File: config.mk
export PLATFORM = sky130hd
export DESIGN_NAME = sram_output_arbiter
export DESIGN_NICKNAME = d
export VERILOG_FILES = /design/src/rtl/sram_output_pkg.sv /design/src/rtl/sram_rsp_fifo.sv /design/src/rtl/sram_output_arbiter.sv
export SDC_FILE = /design/constraint.sdc
export NUM_CORES = 1
export LEC_CHECK = 0
export CORE_ASPECT_RATIO = 0.9
export CORE_UTILIZATION = 40
export DETAILED_ROUTE_END_ITERATION = 12
export PLACE_DENSITY_LB_ADDON = 0.12
export REMOVE_ABC_BUFFERS = 1
export SYNTH_ARGS = -nofsm -noshare
export SYNTH_HDL_FRONTEND = slang
export SYNTH_SLANG_ARGS = --single-unit
File: constraint.sdc
create_clock -name clk -period 3.3 [get_ports clk]
set_input_delay 0.825 -clock clk [delete_from_list [all_inputs] [get_ports clk]]
set_output_delay 0.825 -clock clk [all_outputs]
set_load 0.005 [all_outputs]
File: src/rtl/sram_output_pkg.sv
// Shared constants and types for the output-SRAM arbiter and its response FIFO.
package sram_output_pkg;

  localparam int DEF_DATA_W = 64;
  localparam int DEF_ADDR_W = 10;
  localparam int STATS_W    = 32;

  typedef enum logic {
    SIDE_WR = 1'b0,
    SIDE_RD = 1'b1
  } side_e;

  function automatic logic [STATS_W-1:0] sat_inc(input logic [STATS_W-1:0] v, input logic en);
    return (en && (v != '1)) ? v + STATS_W'(1) : v;
  endfunction

endpackage

File: src/rtl/sram_rsp_fifo.sv
// Circular read-response FIFO; pointers wrap at DEPTH so non-power-of-two depths work.
module sram_rsp_fifo #(
  parameter  int DATA_W = 64,
  parameter  int DEPTH  = 4,
  localparam int PTR_W  = $clog2(DEPTH),
  localparam int CNT_W  = $clog2(DEPTH + 1)
) (
  input  logic              clk,
  input  logic              rst_n,
  input  logic              i_push,
  input  logic [DATA_W-1:0] i_push_data,
  input  logic              i_pop,
  output logic [DATA_W-1:0] o_pop_data,
  output logic [CNT_W-1:0]  o_count
);

  logic [DATA_W-1:0] r_mem [DEPTH];
  logic [PTR_W-1:0]  r_wr_ptr;
  logic [PTR_W-1:0]  r_rd_ptr;
  logic [CNT_W-1:0]  r_count;

  function automatic logic [PTR_W-1:0] ptr_next(input logic [PTR_W-1:0] p);
    return (p == PTR_W'(DEPTH - 1)) ? '0 : p + PTR_W'(1);
  endfunction

  // NOTE: sequential state uses non-blocking assignments so every flop samples pre-edge values.
  always_ff @(posedge clk or negedge rst_n) begin
    if (!rst_n) begin
      r_wr_ptr <= '0;
      r_rd_ptr <= '0;
      r_count  <= '0;
    end else begin
      if (i_push) r_wr_ptr <= ptr_next(r_wr_ptr);
      if (i_pop)  r_rd_ptr <= ptr_next(r_rd_ptr);
      case ({i_push, i_pop})
        2'b10:   r_count <= r_count + CNT_W'(1);
        2'b01:   r_count <= r_count - CNT_W'(1);
        default: r_count <= r_count;
      endcase
    end
  end

  // NOTE: storage has no reset; the count guards every read, so stale contents are never visible.
  always_ff @(posedge clk) begin
    if (i_push) r_mem[r_wr_ptr] <= i_push_data;
  end

  assign o_pop_data = r_mem[r_rd_ptr];
  assign o_count    = r_count;

endmodule

File: src/rtl/sram_output_arbiter.sv
// Round-robin write/read arbiter for a single-port output SRAM with credit-based read responses.
// Optional counters (wr_cnt, rd_cnt, stall_cnt, stats_clr) are built when SRAM_ARB_STATS_EN is defined.
module sram_output_arbiter
  import sram_output_pkg::*;
#(
  parameter  int DATA_W    = DEF_DATA_W,
  parameter  int ADDR_W    = DEF_ADDR_W,
  parameter  int RSP_DEPTH = 4,
  localparam int CNT_W     = $clog2(RSP_DEPTH + 1)
) (
  input  logic              clk,
  input  logic              rst_n,
  input  logic              wr_valid,
  output logic              wr_ready,
  input  logic [ADDR_W-1:0] wr_addr,
  input  logic [DATA_W-1:0] wr_data,
  input  logic              rd_valid,
  output logic              rd_ready,
  input  logic [ADDR_W-1:0] rd_addr,
  output logic              rsp_valid,
  input  logic              rsp_ready,
  output logic [DATA_W-1:0] rsp_data,
  output logic              sram_cen_n,
  output logic              sram_wen,
  output logic [ADDR_W-1:0] sram_addr,
  output logic [DATA_W-1:0] sram_data_in,
  input  logic [DATA_W-1:0] sram_data_out,
  output logic              busy
`ifdef SRAM_ARB_STATS_EN
  ,
  input  logic               stats_clr,
  output logic [STATS_W-1:0] wr_cnt,
  output logic [STATS_W-1:0] rd_cnt,
  output logic [STATS_W-1:0] stall_cnt
`endif
);

  side_e             r_last_side;
  logic              r_inflight;
  logic              r_wen;
  logic [ADDR_W-1:0] r_addr;
  logic [DATA_W-1:0] r_wdata;

  logic              w_credit;
  logic              w_rd_elig;
  logic              w_gnt_wr;
  logic              w_gnt_rd;
  logic              w_pop;
  logic [CNT_W-1:0]  w_count;

  // A read may only issue if the FIFO has room for it plus any read still in flight.
  assign w_credit  = (int'(w_count) + int'(r_inflight)) < RSP_DEPTH;
  assign w_rd_elig = rd_valid && w_credit;

  // NOTE: every always_comb output gets a default first, so no path can infer a latch.
  always_comb begin
    w_gnt_wr = 1'b0;
    w_gnt_rd = 1'b0;
    if (wr_valid && w_rd_elig) begin
      if (r_last_side == SIDE_WR) w_gnt_rd = 1'b1;
      else                        w_gnt_wr = 1'b1;
    end else begin
      w_gnt_wr = wr_valid;
      w_gnt_rd = w_rd_elig;
    end
  end

  always_ff @(posedge clk or negedge rst_n) begin
    if (!rst_n) begin
      r_last_side <= SIDE_RD;
      r_inflight  <= 1'b0;
      r_wen       <= 1'b0;
      r_addr      <= '0;
      r_wdata     <= '0;
    end else begin
      r_inflight <= w_gnt_rd;
      if (w_gnt_wr) begin
        r_last_side <= SIDE_WR;
        r_wen       <= 1'b1;
        r_addr      <= wr_addr;
        r_wdata     <= wr_data;
      end else if (w_gnt_rd) begin
        r_last_side <= SIDE_RD;
        r_wen       <= 1'b0;
        r_addr      <= rd_addr;
      end
    end
  end

  assign wr_ready     = w_gnt_wr;
  assign rd_ready     = w_gnt_rd;
  assign sram_cen_n   = !(w_gnt_wr || w_gnt_rd);
  assign sram_wen     = w_gnt_wr ? 1'b1 : (w_gnt_rd ? 1'b0 : r_wen);
  assign sram_addr    = w_gnt_wr ? wr_addr : (w_gnt_rd ? rd_addr : r_addr);
  assign sram_data_in = w_gnt_wr ? wr_data : r_wdata;

  assign rsp_valid = (w_count != '0);
  assign w_pop     = rsp_valid && rsp_ready;
  assign busy      = r_inflight || (w_count != '0);

  sram_rsp_fifo #(
    .DATA_W (DATA_W),
    .DEPTH  (RSP_DEPTH)
  ) u_rsp_fifo (
    .clk         (clk),
    .rst_n       (rst_n),
    .i_push      (r_inflight),
    .i_push_data (sram_data_out),
    .i_pop       (w_pop),
    .o_pop_data  (rsp_data),
    .o_count     (w_count)
  );

`ifdef SRAM_ARB_STATS_EN
  logic [STATS_W-1:0] r_wr_cnt;
  logic [STATS_W-1:0] r_rd_cnt;
  logic [STATS_W-1:0] r_stall_cnt;

  always_ff @(posedge clk or negedge rst_n) begin
    if (!rst_n) begin
      r_wr_cnt    <= '0;
      r_rd_cnt    <= '0;
      r_stall_cnt <= '0;
    end else if (stats_clr) begin
      r_wr_cnt    <= '0;
      r_rd_cnt    <= '0;
      r_stall_cnt <= '0;
    end else begin
      r_wr_cnt    <= sat_inc(r_wr_cnt, w_gnt_wr);
      r_rd_cnt    <= sat_inc(r_rd_cnt, w_gnt_rd);
      r_stall_cnt <= sat_inc(r_stall_cnt, rd_valid && !w_credit);
    end
  end

  assign wr_cnt    = r_wr_cnt;
  assign rd_cnt    = r_rd_cnt;
  assign stall_cnt = r_stall_cnt;
`endif

endmodule

Word level (Yosys, flattened, before mapping)
Memory sizes are Yosys's and may differ from the RTL's.
Cells that the tools add are included.
Storage, ports and cells
  register bits after elaboration: 84
  RAM bits: 256
  bits of input ports: 153
  output and inout bits: 144
  word-level logic and storage cells: 44
  memories: 1
Operators by class
  add/subtract/negate cells: 5
  order comparisons: 1
  equal/unequal tests: 4
  mux-type cells: 16
  reductions and logical operators: 9
Memories
  u_rsp_fifo.r_mem: depth 4, bits a word 64, rd ports 1, clocked after Yosys merged registers in 0, write ports 1, RTL line sram_rsp_fifo.sv:17  | logic [DATA_W-1:0] r_mem [DEPTH];
Operator list (number)
  64-bit 2-to-1 mux: 1
  10-bit 2-to-1 mux: 2
  1-bit 2-to-1 mux: 10
  2-bit == test (second input constant): 3
  3-bit case mux with 2 select lines: 1
  2-bit by 1-bit adder with 2-bit output (second input constant): 2
  3-bit by 1-bit adder with 4-bit output: 1
  4-bit by 3-bit less-than comparator with 1-bit output (second input constant): 1
  2-bit 2-to-1 mux: 2
  2-bit nonzero test: 2
  3-bit by 1-bit adder with 3-bit output (second input constant): 1
  1-bit logical AND: 3
  3-bit nonzero test: 1
  3-bit by 1-bit subtractor with 3-bit output (second input constant): 1
  2-bit by 1-bit == test with 1-bit output (second input constant): 1
  1-bit logical OR: 2
  1-bit zero test: 1

Longest topological paths before layout
Gate-level depths: netlist of the first run.
  depth after elaboration: 7
  depth in mapped cells: 9
  mapped depth without buffers: 9

Cells and area by module
From an unflattened synthesis of the first run, not the netlist that was laid out.
Second synthesis, totals
  cells, all modules: 562
  area total of the unflattened synthesis: 12879.9 um^2
By module, submodules not included
  sram_rsp_fifo: instances 1, cells an instance 367, area each 9628.0 um^2, seq. area each 7862.5 um^2
  sram_output_arbiter: instances 1, cells an instance 195, area each 3251.9 um^2, seq. area each 1928.1 um^2

Least setup slack after synthesis of the first run
No wires, ideal clock.
  kind: input-to-output
  start point: input rd_valid
  end point: output sram_data_in[35]
  data arrival time: 1.734 ns
  data required time: 2.475 ns
  path slack: 0.741 ns
  stages on the path: 5
  cell sequence: nand3b_4 -> o21ai_2 -> buf_6 -> buf_6 -> mux2_4
Between the ends
  cells in the longest elaborated chain, start to end: 4
RTL lines
  start, declared: RTL line sram_output_arbiter.sv:17  | input logic rd_valid,
  1-bit logical AND: RTL line sram_output_arbiter.sv:53  | assign w_rd_elig = rd_valid && w_credit;
  1-bit logical AND: RTL line sram_output_arbiter.sv:59  | if (wr_valid && w_rd_elig) begin
  1-bit 2-to-1 mux: RTL line sram_output_arbiter.sv:59
  64-bit 2-to-1 mux
  end, declared: RTL line sram_output_arbiter.sv:26  | output logic [DATA_W-1:0] sram_data_in,
No other way between the ends.

Worst setup path in the final report of the first run
  start point: input rd_valid
  end point: output sram_addr[4]
Between the ends
  cells in the longest elaborated chain, start to end: 5
RTL lines
  1-bit logical AND *: RTL line sram_output_arbiter.sv:53
  1-bit logical AND: RTL line sram_output_arbiter.sv:59
  1-bit 2-to-1 mux: RTL line sram_output_arbiter.sv:59
  10-bit 2-to-1 mux
  10-bit 2-to-1 mux *
  end, declared: RTL line sram_output_arbiter.sv:25  | output logic [ADDR_W-1:0] sram_addr,
Mark *: on every way between the ends. The rest lies on a longest branch, timed or not.

==> summary.md, run 1 <==
The routability-driven placement congestion ratio came out at 0.847. The post-detailed-route count of antenna-violating nets was 0; the required time at the worst-slack endpoint was 2.47 ns. Worst setup path category: input port to output port. Of the post-synthesis cell area, the part taken by muxes is 18.8%.

For the Yosys warning count, the log shows 0. The worst hold path belongs to the class input port to asynchronous set/reset pin. The net switching power figure was 3.58 mW; the average routed wire per standard cell was 21.1 um.

The finished cells cover 17800 um2. The worst path meets setup with 0.0482 ns of slack. Measured on the finished design, the core utilization comes to 56.9%. CTS H-tree depth: 2. In the post-synthesis netlist, the biggest area contributors are edfxtp_1 60%, dfrtp_1 16%, mux4_2 11%. For this configuration, the core starts out at a cell density of 41.0%. The layout overhead on the synthesized area is 38.8%. The number of distinct library cells after synthesis was 31; the clock slew at the register clock pins of the worst setup and hold paths was 0.06 ns. The commonest non-fill, non-tap cell in the layout is edfxtp_1.

The tools report the worst hold-check slack as 0.333 ns. Measured against its own limit, the worst slew margin works out to 32.4%. For the worst-skew pair, the clock arrives at the later sink with an insertion delay of 0.51 ns. The standard cell area after detailed placement came out at 16400 um2. The number of global-route vias before repair was 7338. In the layout the commonest cells are 256 x edfxtp_1, 226 x clkdlybuf4s50_1, 80 x dfrtp_1, 64 x mux4_2, 47 x mux2_2.

The transition at the pin with the smallest max-transition slack is 1.01 ns, and the max-cap check violation count is 0. After the first detailed-routing iteration, the DRC count stood at 279. The tools report the cell at the root of the clock tree as clkbuf_16.

The run gives 32700 um2 as the die area. The total setup violations reported at the end of the flow is 0, and the clock share of power is 28.3%. The first detailed-routing pass ran for 4 iterations. Fraction of power spent switching nets: 25.5%. Prior to clock tree synthesis, the placed netlist has a worst setup slack of -0.314 ns. The worst setup path is launched from an input port.

Setup repair after global routing could not meet its margin everywhere. For the leakage power of the design, the log shows 6.61 nW. The final routed DRC violation total is 0. The worst path uses 98.5% of the clock period. The final HPWL from detailed placement is 18600 um.

Die boundary height: 172 um. The synthesized design spends more area on one cell type than any other, namely edfxtp_1. In this run the worst path has a maximum fanout of 24. The flow ran to the end, and the final reports show no timing, DRC or antenna violations. The fraction of final layout cells with drive strength greater than 1 was 26.3%; the number of buffers created by CTS was 37. During placement, the flow inserted port buffers numbering 296. Summing the areas of all and, or, nand and nor instances in the mapped netlist gives 1.30% of the synthesized area. In this run the core area contains 61 standard-cell rows.

The hold violation count in the final report was 0; the ratio of routed vias to standard cells was 4.89. The reg-to-reg startpoint is u_rsp_fifo.o_count[0]. For the initial antenna violation count, the log shows 4. The run gives 0.00876 ns as the worst clock skew on the final layout.

Cell internal power was estimated by the tool at 10.5 mW. The floorplan core area was 31200 um2; the horizontal extent of the die was 191 um. Across every metal layer, demand over resource in global routing totals 17.6%.

IR analysis of the VDD net gives a maximum drop of 0.401 mV. TritonCTS built the clock tree. After detailed routing, the total wire length is 28500 um.

The number of flip-flops and latches in the synthesized netlist was 340; the gate count of the mapped netlist was 566. The number of cells on the worst reg-to-reg path was 8; the setup TNS was 0 ns. In this run the power density over the cells is 790 nW/um2. STA classifies the critical path endpoint as an output port. The fraction of the mapped netlist area in adder cells was 0.742%. Summing over every cut layer, the via total after detailed routing is 6592.

The first global-routing pass estimated 42900 um of wire. The total count of max-transition violations in the final report was 0; the xor-xnor portion of the synthesized cell area was 0.205%. Excluding fillers, the count of instances in the completed layout stands at 1349. The tools report the number of sinks driven by the clock tree as 340. The average instance area after synthesis is 22.6 um2. The area share of the largest cell type after synthesis is 60.0%, and the area fraction in compound gates after synthesis is 1.12%. Combinational group share of total power: 32.0%. By area, the combinational part of the netlist is dominated by multiplexers. The netlist area before placement is 12800 um2. The number of buffers inserted for hold repair after clock tree synthesis is 0, and the post-synthesis sequential area ratio is 76.4%.

The tools report the worst reg2reg path endpoint as u_rsp_fifo.o_count[1]. Data arrives at the worst endpoint at 2.43 ns. Counting along the longest clock path gives a buffer depth of 3. The peak clock frequency supported by timing was 308 MHz. Entering global routing, the biggest net connects 65 pins. In this run, placement finished with an instance count of 1271. Subtracting the final worst setup slack from the clock period gives 3.25 ns. Power comes to 14.1 mW.

Of the total power, registers draw 39.7%. The worst register-to-register path has a setup slack of 1.22 ns. The final net count is 1069. For this run the aggregate overflow at the end of global routing stands at 0. Pin placement for this block handled 297 I/O pins.
[power groups by stage]
stage	clock network (mW)	logic [mW]	registers, mW
6_report	3.98	4.49	5.58
5_1_grt	4.25	4.85	5.64
4_1_cts	4.08	4.65	5.59
3_5_place_dp	0	4.60	5.69
3_3_place_gp	0	4.57	5.65
2_1_floorplan	0	1.97	5.86
[synth_stat cells (all sizes together)]
library cell,n
or3,12
inv,8
clkbuf,4
nor3,1
nand2b,1
o21ai,3
fa,1
edfxtp,256
mux4,64
a21oi,1
nand3b,1
and2,4
ha,6
nand3,1
buf,22
xnor2,1
nand2,4
xor2,2
dfrtp,83
a21o,1
o221a,10
mux2i,2
nor2b,1
nor2,1
dfstp,1
mux2,75
[logic make-up after synthesis]
family | count (synthesis)
buffers and inverters | 34
adder cells (fa/ha/maj) | 7
AND/OR/NAND/NOR | 26
multiplexers | 141
flip-flops | 340
XOR/XNOR | 3
AO/OA/AOI/OAI | 15
[cell type report]
type,count,area [um2]
tap,409,512
clock inverter,21,201
multi-input combinational,192,2860
timing repair buffer,330,3390
clock buffer,46,970
sequential,340,9800
fill,2354,13400
inverter,8,30.0
antenna,3,7.51
[worst max path at each step]
stage / from / end / slack, ns / cells past startpoint
global route: u_rsp_fifo.o_count[1] / sram_addr[4] / -0.005 / 6
global placement: rd_valid / sram_data_in[28] / -0.27 / 7
floorplan: rd_valid / sram_addr[0] / -1.41 / 3
detailed placement: rd_valid / sram_data_in[34] / -0.31 / 7
CTS: r_inflight / sram_data_in[7] / -0.06 / 8
finish: rd_valid / sram_addr[4] / 0.05 / 6
[flip-flops by register name, indices dropped and copies added (netlist names)]
name	cells
u_rsp_fifo.r_wr_ptr	2
r_wen	1
r_last_side	1
u_rsp_fifo.r_rd_ptr	2
r_wdata	64
u_rsp_fifo.r_mem	256
u_rsp_fifo.o_count	3
r_inflight	1
r_addr	10
[critical path, cell delays in order]
cell	delay, ns
clkdlybuf4s15_2	0.20
nand3b_4	0.09
buf_6	0.21
mux2_2	0.36
o221a_2	0.26
clkdlybuf4s50_1	0.48
[timing repair]
action	4_1_cts	5_1_grt
gates resized for setup	46	35
setup endpoints to repair	74	37
buffers inserted	6	0
pin swaps	1	1
endpoints found under the hold margin	0	0
cloned	2	0
[routing by layer]
metal	GRT usage, %	share of wire, %
met5	0	0.046
met4	5.11	1.8
met3	6.06	8.2
met2	29.8	50
met1	21.2	40
(Power assumes the default switching activity.)
==> run 2: changes to the inputs <==
CTS_CLUSTER_SIZE = 8   (was unset)
==> run 2 against run 1 <==
Against the previous run: clock power rose by 8.8%; cell count grew 0.30%; design area increased by 1.1%; routed wire length increased by 0.91%; worst hold slack got worse by 0.038 ns; combinational power barely moved; critical path depth increased by 4; critical endpoint is now sram_data_in[9]; register-to-register slack barely moved; largest power group unchanged; global-route usage up 0.10 points.
==> summary.md, run 2 (same netlist as run 1, synthesis figures left out) <==
The flow ran to the end, and the final reports show no timing, DRC or antenna violations. The first-pass GRT wire length is 43300 um. Input and output buffers added on the ports amount to 296. Worst clock skew on the final layout: 0.0158 ns. The run gives 2.47 ns as the signal arrival time at the worst endpoint. TritonCTS built the clock tree. After detailed routing, the number of remaining DRC violations is 0. The count of nets left with antenna violations once routing finished came out at 0. The logs give 0 for the total count of max-transition violations in the final report and 31.3% for the combinational group share of total power. The worst setup path is of the input port to output port kind. The tools report the endpoint type of the worst setup path as an output port. The flip-flop count of the largest register after layout was 256. The die is 172 um tall. For the peak clock frequency supported by timing, the log shows 303 MHz.

The number of standard-cell rows in the floorplan came out at 61. The startpoint identified for the worst register-to-register timing path is u_rsp_fifo.o_count[0]. The tool flagged a number of max-cap violations equal to 0. The worst-case IR drop observed on VDD is 0.460 mV. In this run the deepest clock path goes through 3 buffers. The pre-CTS setup slack was -0.314 ns. Before antenna repair, the detailed router went through 4 iterations. Clock-pin slew was measured on the worst setup and hold paths at 0.05 ns.

Worst reg2reg path endpoint: u_rsp_fifo.o_count[2]. Setup violations remaining at the end of the flow were counted as 0. Dividing the detail-routed via count by the number of cells gives 4.97. The cell area power density was 803 nW/um2; the total overflow reported by the global router was 0. The worst path meets setup with 0.00434 ns of slack.

The routability-driven placement congestion ratio was 0.847. After layout, the minimum clock period comes to 3.30 ns. At the end of the flow, the number of nets in the layout was 1089.

The detailed-route wire length was 28800 um. The tools report the total routing resource utilization after global routing as 17.7%. Type of the tightest min-delay check: input port to asynchronous set/reset pin.

The logs give 48 for the number of buffers created by CTS and 30.0% for the clock share of power. The horizontal extent of the die works out to 191 um. Dividing the final minimum period by the clock period gives 99.9%. Tracing the worst setup path back leads to its startpoint at rd_valid. For the effective utilization at floorplan, the log shows 41.0%.

The number of cells on the worst reg-to-reg path was 10. Entering global routing, the biggest net connects 65 pins. The count of vias placed by the detailed router was 6719.

The DRC marker count from the first detailed-route iteration is 259. For flop-to-flop paths, the worst setup slack is 1.23 ns. The fraction of power spent switching nets was 25.5%.

Core utilization of the finished layout: 57.6%. Per report_power, the sequential group accounts for 38.7% of the total. The largest registers in the layout are u_rsp_fifo.r_mem: 256 flops, r_wdata: 64 flops, r_addr: 10 flops.

Cell at the root of the clock tree: clkbuf_16. For the worst setup path, the data required time is 2.47 ns. The clock reaches the later pin of the worst-skew pair after 0.54 ns. The post-route netlist has 27.2% of its cells at a drive strength greater than 1. Along the worst path, the maximum fanout reaches 11.

The run gives 32.4% as the worst slew margin relative to its limit. The run gives 3 as the initial antenna violation count. For the floorplan core area, the log shows 31200 um2. In the final routed layout, each cell accounts on average for 21.3 um. The run gives 2 as the CTS H-tree depth.

Leaving out fill and tap cells, the most frequent cell in the layout is edfxtp_1. The run gives 0 as the hold violation count in the final report. The internal power of the cells totals 10.8 mW. From synthesis to final layout, the design area changed by 40.3%. The floorplan step defined a die boundary enclosing 32700 um2. The analysis attributes to net switching a power of 3.69 mW. The library cells used most frequently in the layout, excluding fill and tap cells, are 256 x edfxtp_1, 219 x clkdlybuf4s50_1, 80 x dfrtp_1, 64 x mux4_2, 49 x clkbuf_16. At the pin with the least slew margin, the transition time is 1.01 ns. The startpoint type of the worst setup path was an input port. The tools report the I/O pin count as 297.

More flip-flops sit in one register than any other, and that register is u_rsp_fifo.r_mem. Setup repair after global routing could not meet its margin everywhere. The HPWL after detailed placement is 18600 um. For the number of global-route vias before repair, the log shows 7449.

In this run the static leakage power is 6.71 nW. The tree built by TritonCTS fans out to 340 sinks.
[run 2: worst max path at each step]
| stage | to | slack, ns |
|---|---|---|
| after floorplan | sram_addr[0] | -1.41 |
| after global placement | sram_data_in[28] | -0.27 |
| after detailed placement | sram_data_in[34] | -0.31 |
| after CTS | sram_data_in[17] | -0.12 |
| after global routing | sram_data_in[9] | -0.06 |
| final | sram_data_in[9] | 0.004 |
[run 2: area by class of cell]
| type | count | area [um2] |
|---|---|---|
| sequential | 340 | 9800 |
| fill | 2327 | 13200 |
| multi-input combinational | 192 | 2860 |
| timing repair buffer | 339 | 3460 |
| tap | 409 | 512 |
| inverter | 8 | 30.0 |
| clock buffer | 59 | 1260 |
| antenna | 3 | 7.51 |
| clock inverter | 3 | 45.0 |
[run 2: per-layer routing]
metal / wire length, um / vias to the layer above / GRT usage, %
li1: - / 3007 / -
met1: 11400 / 3413 / 21.3
met2: 14300 / 251 / 29.8
met3: 2530 / 48 / 6.24
met4: 517 / 0 / 5.36
met5: 0 / - / 0
[run 2: what timing repair did]
action	in CTS	in global routing
hold buffers	0	0
gates resized for setup	56	33
cloned	2	0
buffers inserted	8	7
pin swaps	1	1
setup endpoints to repair	74	40
[run 2: critical path, cell delays in order]
cell	delay, ns
clkdlybuf4s15_1	0.22
nand3b_4	0.10
o21ai_4	0.14
buf_4	0.14
buf_12	0.10
buf_16	0.12
buf_12	0.13
buf_4	0.12
mux2_4	0.30
dlygate4sd2_1	0.26
[run 2: through the flow]
step	cells	setup TNS [ns]	total power [mW]	cell area [um2]	hold slack [ns]
final	1353	0	14.4	18000	0.294
after global routing	1351	-0.0759	15.1	18000	0.345
after CTS	1343	-1.81	14.7	17800	0.314
after detailed placement	1271	-19.56	10.3	16400	0.472
after global placement	1271	-17.48	10.2	16400	0.466
after floorplan	540	-205.11	7.83	12700	0.455
[run 2: power groups by stage]
stage	Combinational, mW	Sequential (mW)	Clock [mW]
6_report	4.52	5.59	4.33
4_1_cts	4.63	5.60	4.45
2_1_floorplan	1.97	5.86	0
3_5_place_dp	4.60	5.69	0
5_1_grt	4.89	5.65	4.61
3_3_place_gp	4.57	5.65	0
==> run 3: changes to the inputs <==
ABC_AREA = 1   (was unset)
CORE_MARGIN = 10   (was unset)
clock period = 3.4 ns   (was 3.3 ns; I/O delays follow)
==> run 3 against run 2 <==
Against the previous run: synthesized area rose by 1.6%; critical path depth did not move; count of clock-buffer cells in the layout rose by 14; sequential power is 3% lower; design area increased by 1.2%; sequential cell count did not move; routed wire length is 28% higher; cell count rose by 34%; first-iteration DRC count grew 69%.
==> summary.md, run 3 <==
The library cells used most frequently in the layout, excluding fill and tap cells, are 256 x edfxtp_1, 233 x nand2_1, 217 x clkdlybuf4s50_1, 135 x o21ai_0, 132 x nor2_1. Internal power comes to 10.3 mW. Based on the critical path, the design can be clocked at up to 304 MHz. Yosys warning count: 0. The clock drives 340 sinks. For the final HPWL from detailed placement, the log shows 23000 um. The largest registers in the layout are u_rsp_fifo.r_mem: 256 flops, r_wdata: 64 flops, r_addr: 10 flops. The type of the tightest min-delay check was input port to asynchronous set/reset pin.

Clock-pin slew was measured on the worst setup and hold paths at 0.05 ns. The number of diodes added for antenna fixing came out at 0. The most flop-heavy register is u_rsp_fifo.r_mem.

After synthesis the netlist holds a flip-flop and latch count of 340. The count of vias placed by the detailed router came out at 9020. Subtracting the final worst setup slack from the clock period gives 3.29 ns.

The logs give 54100 um for the first-pass GRT wire length and 0.0188 ns for the worst clock skew on the final layout. The floorplan step set the die width to 210 um. After synthesis, the share of cell area in mux cells is 0%. Of the synthesized area, sequential elements account for 75.2%.

The run gives 5 as the initial antenna violation count. The tools report the I/O pin count as 297. The worst slew margin relative to its limit is 53.9%, and the signal arrival time at the worst endpoint is 2.44 ns. Combinational logic burns 34.7% of the power. TritonCTS created 48 clock buffers. During placement, the flow inserted port buffers numbering 296. In this run the core area contains 62 standard-cell rows. Commonest non-fill, non-tap cell in the layout: edfxtp_1. For the net switching power figure, the log shows 4.65 mW.

Cells with a size suffix above 1 make up 8.63% of the layout. The average routed wire per standard cell is 20.3 um, and the detailed-route wire length is 36800 um. The ratio of routed vias to standard cells works out to 4.99. The cell area that synthesis handed to floorplanning was 13000 um2.

The number of global-route vias before repair was 9252; the number of cells on the worst reg-to-reg path was 5. The hold violation count in the final report is 0. The area share of the largest cell type after synthesis came out at 59.1%. The total overflow reported by the global router is 0, and the floorplan core area is 32000 um2.

The cell at the root of the clock tree was clkbuf_16. The effective utilization at floorplan is 40.6%. Routability-driven placement congestion ratio: 0.841. Among all flip-flop cells after synthesis, the most frequent one is edfxtp_1. Per report_power, the clock group accounts for 28.9% of the total. Of the total synthesized cell area, the portion taken by AND, OR, NAND and NOR gates is 12.4%. By startpoint and endpoint, the worst setup path is classified as input port to output port. IR analysis of the VDD net gives a maximum drop of 0.453 mV.

Excluding fillers, the count of instances in the completed layout stands at 1807. The floorplan step defined a die boundary enclosing 40200 um2. The cell count after synthesis came out at 1044.

Maximum number of buffers from clock root to sink: 3. TritonCTS built the clock tree. The run gives 24 as the number of distinct library cells after synthesis. The xor-xnor portion of the synthesized cell area works out to 0.135%. The synthesized design spends more area on one cell type than any other, namely edfxtp_1.

Final hold analysis gives a worst-case slack of 0.234 ns. The count of flip-flops with a built-in enable after synthesis is 256, and the total setup violations reported at the end of the flow is 0. Once layout is complete, the utilization of the core stands at 56.8%. For the worst-skew pair, the clock arrives at the later sink with an insertion delay of 0.54 ns. In the final timing run, aggregate negative setup slack is 0 ns. The transition at the pin with the smallest max-transition slack came out at 0.691 ns.

The layout overhead on the synthesized area came out at 39.8%. The flow ran to the end, and the final reports show no timing, DRC or antenna violations. Of the available clock period, the critical path in the final layout requires 96.8%. Net switching is 31.0% of the power. The main combinational cell family by area after synthesis was simple AND/OR/NAND/NOR gates. The average instance in the mapped netlist occupies 12.5 um2. The die boundary height is 191 um.

edfxtp_1 is the most common cell in the netlist. The synthesized netlist devotes 8.31% of its cell area to compound gates. Total routing resource utilization after global routing: 17.4%. The detailed router finished its first iteration with 438 violations.

Entering global routing, the biggest net connects 131 pins. At the worst endpoint, the required time is 2.55 ns. After synthesis, the share of flip-flops with an asynchronous set or reset is 24.7%. The synthesized netlist devotes 0.731% of its cell area to adder and majority cells.

Peak fanout along the critical path: 10. Setup repair after global routing could not meet its margin everywhere. In the final design database the tool counted 1526 nets. Power spread over the standard cell area amounts to 824 nW/um2. The tools report the max-cap check violation count as 0. STA classifies the critical path startpoint as an input port. Ranked by total cell area, the synthesized netlist is headed by edfxtp_1 59%, dfrtp_1 16%, nand2_1 6.8%. The logs give 0 for the total count of max-transition violations in the final report and 2 for the CTS H-tree depth. After synthesis, the most frequently instantiated cells are 256 x edfxtp_1, 234 x nand2_1, 135 x o21ai_0, 133 x nor2_1, 83 x dfrtp_1. The leakage power of the design is 7.28 nW. Sequential cells account for 36.4% of the total power.

The logs give 0 for the post-detailed-route count of antenna-violating nets and 0 for the final routed DRC violation total. The register with the most flip-flops in the layout has 256 of them. The first TritonRoute pass finished after 5 iterations.

The endpoint type of the worst setup path was an output port. For the number of cells in the design after placement, the log shows 1727.
run 3: cell count changes after synthesis, moves of 47 or more:
cell	previous run	this run
o22ai_1	0	64
mux4_2	64	0
nor2_1	1	133
o21ai_0	2	135
mux2_2	47	0
nand2_1	4	234
run 3: metrics by stage:
step / area (um2) / setup slack, ns / power [mW]
2_1_floorplan: 12700 / -1.16 / 7.58
3_3_place_gp: 16600 / -0.227 / 10.7
3_5_place_dp: 16600 / -0.253 / 10.7
4_1_cts: 17900 / -0.152 / 15.0
5_1_grt: 18200 / -0.0231 / 15.9
6_report: 18200 / 0.109 / 15.0
run 3: final timing paths:
check | slack (ns) | end | startpoint
worst max-delay path | 0.11 | sram_data_in[22] | rd_valid
worst min-delay path | 0.23 | u_rsp_fifo.r_wr_ptr[0] | rst_n
worst max register to register | 1.45 | u_rsp_fifo.r_mem[0][55] | u_rsp_fifo.r_wr_ptr[0]
worst min register to register | 0.47 | r_wdata[48] | r_wdata[48]
max in group asynchronous | 2.50 | r_wdata[22] | rst_n
min in group clk | 0.47 | r_wdata[48] | r_wdata[48]
run 3: cell families after synthesis:
family                     count (synthesis)
adders and majority gates                  7
DFF                                      340
buffers and inverters                     93
xor gates and xnor gates                   2
and+or+nand+nor                          402
AOI/OAI and AO/OA                        200
run 3: power by group through the flow:
stage                     sequential, mW  clock, mW  combinational, mW
after global placement              5.50          0               5.24
after CTS                           5.43       4.44               5.15
final                               5.45       4.33               5.20
after floorplan                     5.64          0               1.94
after detailed placement            5.50          0               5.24
after global routing                5.51       4.64               5.77
run 3: layout make-up:
type	instances	area, um2
Clock buffer	73	1340
Clock inverter	2	46.3
Fill cell	2671	13800
Inverter	29	113
Multi-Input combinational cell	611	2840
Sequential cell	340	9800
Tap cell	416	520
Timing Repair Buffer	336	3540
run 3: critical path: stages:
cell and delay, ns:
clkdlybuf4s50_1 0.46, inv_1 0.06, nor2_4 0.11, nand3_4 0.11, nand2_4 0.13, buf_12 0.14, buf_12 0.12, nand2_1 0.05
nand2_1 0.07, dlygate4sd2_1 0.31
run 3: metal layers:
layer	vias up	routed length [um]	GRT usage [%]
li1	4300	-	-
met1	4308	15200	21.3
met2	340	16400	26.7
met3	62	4350	8.61
met4	10	766	5.18
met5	-	69	0
run 3: what timing repair did:
action                     in CTS  in global routing
gates resized for setup        60                 43
gates cloned                    0                  4
buffers inserted                0                  1
hold buffers                    0                  0
setup endpoints to repair      76                 52
